===== src/rtl/demux1to16_collector.sv =====
// Serial-to-parallel collector: steers one bit per cycle into J[0:15], either by
// explicit address or through an auto-incrementing pointer, and tracks completion.
module demux1to16_collector (
    input  logic        clk,
    input  logic        rst,
    input  logic        din,
    input  logic        din_valid,
    input  logic        mode,
    input  logic [3:0]  sel,
    input  logic        sel_load,
    input  logic        clear,
    output logic [0:15] J,
    output logic [3:0]  ptr,
    output logic        full,
    output logic        frame_done,
    output logic [1:0]  fsm_state
);

    // Handshake: the block is always ready; din is captured on every rising
    // edge where din_valid is high, and there is no backpressure.

    typedef enum logic [1:0] {
        EMPTY   = 2'd0,
        PARTIAL = 2'd1,
        FULL    = 2'd2
    } state_t;

    state_t      state_q, state_d;
    logic [15:0] wmask, wmask_d;
    logic [0:15] j_d;
    logic [3:0]  ptr_d;
    logic [3:0]  addr;
    logic        pulse_d;

    // Sequential mode follows ptr unless a start address is being loaded.
    assign addr = (mode && !sel_load) ? ptr : sel;

    always_comb begin
        j_d     = J;
        wmask_d = wmask;
        ptr_d   = ptr;
        pulse_d = 1'b0;
        if (din_valid) begin
            j_d[addr]     = din;
            wmask_d[addr] = 1'b1;
            if (mode) begin
                ptr_d   = addr + 4'd1;
                pulse_d = (addr == 4'd15);
            end else if (sel_load) begin
                ptr_d = sel;
            end
        end else if (sel_load) begin
            ptr_d = sel;
        end
    end

    // Next state is judged on the mask as it will be after this edge.
    always_comb begin
        state_d = state_q;
        case (state_q)
            EMPTY: begin
                if (&wmask_d)
                    state_d = FULL;
                else if (|wmask_d)
                    state_d = PARTIAL;
            end
            PARTIAL: begin
                if (&wmask_d)
                    state_d = FULL;
            end
            FULL:    state_d = FULL;
            default: state_d = EMPTY;
        endcase
    end

    always_ff @(posedge clk) begin
        if (rst || clear) begin
            J          <= '0;
            wmask      <= '0;
            ptr        <= '0;
            frame_done <= 1'b0;
            state_q    <= EMPTY;
        end else begin
            J          <= j_d;
            wmask      <= wmask_d;
            ptr        <= ptr_d;
            frame_done <= pulse_d;
            state_q    <= state_d;
        end
    end

    assign full      = (state_q == FULL);
    assign fsm_state = state_q;

endmodule


===== config.mk =====
export PLATFORM = sky130hd
export DESIGN_NAME = demux1to16_collector
export DESIGN_NICKNAME = d
export VERILOG_FILES = /design/src/rtl/demux1to16_collector.sv
export SDC_FILE = /design/constraint.sdc
export NUM_CORES = 1
export LEC_CHECK = 0
export BUFFER_PORTS_ARGS = -buffer_cell sky130_fd_sc_hd__buf_2
export CORE_AREA = 5 5 74 103
export DETAILED_ROUTE_END_ITERATION = 6
export DIE_AREA = 0 0 79 108
export PLACE_DENSITY_LB_ADDON = 0.08
export SYNTH_ARGS = -nofsm -noshare
export SYNTH_HDL_FRONTEND = slang
export SYNTH_SLANG_ARGS = --single-unit

===== constraint.sdc =====
create_clock -name clk -period 7.22 [get_ports clk]
set_input_delay 1.444 -clock clk [delete_from_list [all_inputs] [get_ports clk]]
set_output_delay 1.444 -clock clk [all_outputs]
set_load 0.02 [all_outputs]

==> out/qor.yml <==
fin_worst_skew_ns: 0.00940
place_ws_ns: 2.76
cap_violations: 0
crit_arrival_ns: 4.36
dr_total_vias: 1629
synth_cell_types: 43
fin_crit_ns: 4.16
grt_pass1_wl_mm: 8.22
max_slew_margin_pct: 37.9
crit_path_start_kind: "primary input"
cts_buffer_depth: 2
powerDensity_nw_per_um2: 214
dr.pass1.iters: 4
antenna_left: 0
path_delay_family: "simple AND/OR/NAND/NOR gates"
synthArstFlopShare_pct: 0
port_buffers: 34
peakVddDrop_mv: 0.0712
gr-usage-all-layers_pct: 12.5
use_met3_pct: 2.83
use_met2_pct: 23.1
use_met1_pct: 13.8
fillerInstances: 704
root_buffer: "clkbuf_8"
crit_path_top_delay_cell: "or4_4"
timing.final.crit_share_pct: 57.6
drtIter0Drc: 60
synth-seq-cells: 39
htree_levels: 2
finalHoldViolations: 0
cts_num_sinks: 39
io-pin-count: 35
die-height_microns: 108
post_cts_buffers: 0
cts_resized: 0
grt-ovfl-total: 0
start_util_pct: 29.3
postPlaceCellArea_sq_um: 2120
fin_tns_setup_ns: 0
syn_nets: 240
final_nets: 271
avgRoutedWirePerCell_microns: 15.3
synth_area_sq_um: 1910
synthFlopType: "dfxtp_1"
fmax_ghz: 0.241
busiest_layer: "met2"
cts.reportedPaths.clkPinSlew_ns: 0.07
leakagePower_nw: 0.961
n_antenna_cell: 0
synth_warnings: 0
fin_ws_ns: 3.06
num_rows: 35
grt_pass1_vias: 1658
cts_tree: "built"
netlist_instances: 221
antenna_found_initial: 0
path_class: "in2reg"
area_delta_synth_final_pct: 16.3
worst_pin_slew_ns: 0.927
synth_edf_count: 0
numCtsBuffers: 5
setup_viol: 0
core-area_sq_um: 6530
drc_errors: 0
dieArea_sq_um: 8530
crit_path_max_incr_delay_ns: 0.55
viasPerCell: 5.00
grt_max_degree: 40
cp_cell_sequence: "buf_2, nand2b_4, mux2i_1, ha_1, nand2_1, inv_1, a21oi_1, or4_4, nor4_4, mux2_4, a211oi_2"
die_w_microns: 79
hpwl_mm: 3.80
critPathBufInv: 2
drive_above_1_share_pct: 20.6
gp_congestion: 0.782
holdBufCountCts: 0
hold_class: "reg2reg"
crit_fanout: 8
wl_mm: 4.99
outcome: "finished, final reports clean"
cp-end-kind: "flip-flop"
rsz0062_at_grt: "false"
crit_required_ns: 7.42
drv_slew: 0
clock_latency_ns: 0.29
finish.instance_area_sq_um: 2220
synth.avg_cell_area_sq_um: 8.64
ys_seq_area_share_pct: 40.9
-- worst min-delay path: cells and delay by family, from the launching register on --
kind	cells	cell delay, ns
flops	1	0.31
compound gates	2	0.12
-- cell usage in the layout (no fill, tap or decap), types with 2 or more instances in the layout --
| cell type | count |
|---|---|
| dfxtp_1 | 39 |
| nor2_1 | 36 |
| buf_2 | 34 |
| a21oi_1 | 21 |
| nand2_1 | 18 |
| o21ai_0 | 13 |
| mux2i_1 | 12 |
| inv_1 | 10 |
| ha_1 | 8 |
| nand3_1 | 6 |
| clkbuf_8 | 5 |
| nor3_1 | 4 |
| a31oi_1 | 4 |
| nand4_1 | 3 |
| nor4_1 | 3 |
| nor2b_1 | 3 |
| a21o_1 | 2 |
| nor4bb_1 | 2 |
| nand2b_1 | 2 |
| nor3b_1 | 2 |
| xnor2_1 | 2 |
-- synthesized netlist by cell type, types with 3 or more instances --
cell / number / area (sq um)
clkbuf_1: 7 / 26.3
mux2i_1: 12 / 120
inv_1: 10 / 37.5
ha_1: 8 / 100
nor2_1: 36 / 135
nand2_1: 18 / 67.6
o21ai_0: 13 / 65.1
nor3_1: 4 / 20.0
nor4_1: 3 / 18.8
nand3_1: 6 / 30.0
nor2b_1: 3 / 18.8
nand4_1: 3 / 18.8
a31oi_1: 4 / 25.0
dfxtp_1: 39 / 781
a21oi_1: 21 / 105
-- stage by stage --
stage	cells	total power [W]	hold WS, ns	utilization (%)
finish	326	0.000476	0.472	34.0
global route	326	0.000500	0.499	34.0
CTS	326	0.000483	0.477	34.0
detailed placement	319	0.000308	0.466	32.5
global placement	319	0.000309	0.466	32.5
floorplan	221	0.000287	0.446	-
-- path summary, 6_finish.rpt --
path | startpoint | end | slack [ns] | depth (start not counted)
hold reg to reg | J[8] | J[8] | 0.47 | 2
hold / removal | J[8] | J[8] | 0.47 | 2
setup / recovery | sel_load | fsm_state[1] | 3.06 | 11
setup reg to reg | ptr[1] | fsm_state[1] | 4.38 | 9
-- state kept, by name (all words and copies together) (netlist names) --
name / flops
fsm_state: 2
frame_done: 1
wmask: 16
ptr: 4
J: 16
-- final cells by class --
class                           instances  area [sq um]  share of cell area (%)
Multi-Input combinational cell        162          1040                    46.7
Inverter                               10          37.5                    1.69
Sequential cell                        39           781                    35.2
Clock buffer                            6          72.6                    3.27
Clock inverter                          1          30.0                    1.35
Tap cell                               74          92.6                    4.17
Timing Repair Buffer                   34           170                    7.66
-- cell families (layout without fill, tap and decap cells) --
group | Yosys count | after routing | share of synthesized area, %
and+or+nand+nor | 87 | 87 | 23.7
muxes | 15 | 15 | 8.85
DFF | 39 | 39 | 40.9
AOI/OAI and AO/OA | 49 | 49 | 15.1
xor gates and xnor gates | 3 | 3 | 1.38
buffers and inverters | 20 | 51 | 4.78
adders and majority gates | 8 | 8 | 5.24
-- power by group --
group / internal [W] / switching [W]
combinational: 0.0000312 / 0.0000479
clock: 0.000101 / 0.0000730
sequential: 0.000219 / 0.00000384
-- routing by layer --
layer,wire (microns),share of wire (%)
met5,0,0
met4,68,1.4
met3,220,4.4
met2,2600,52
met1,2100,42
(Power assumes the default switching activity.)
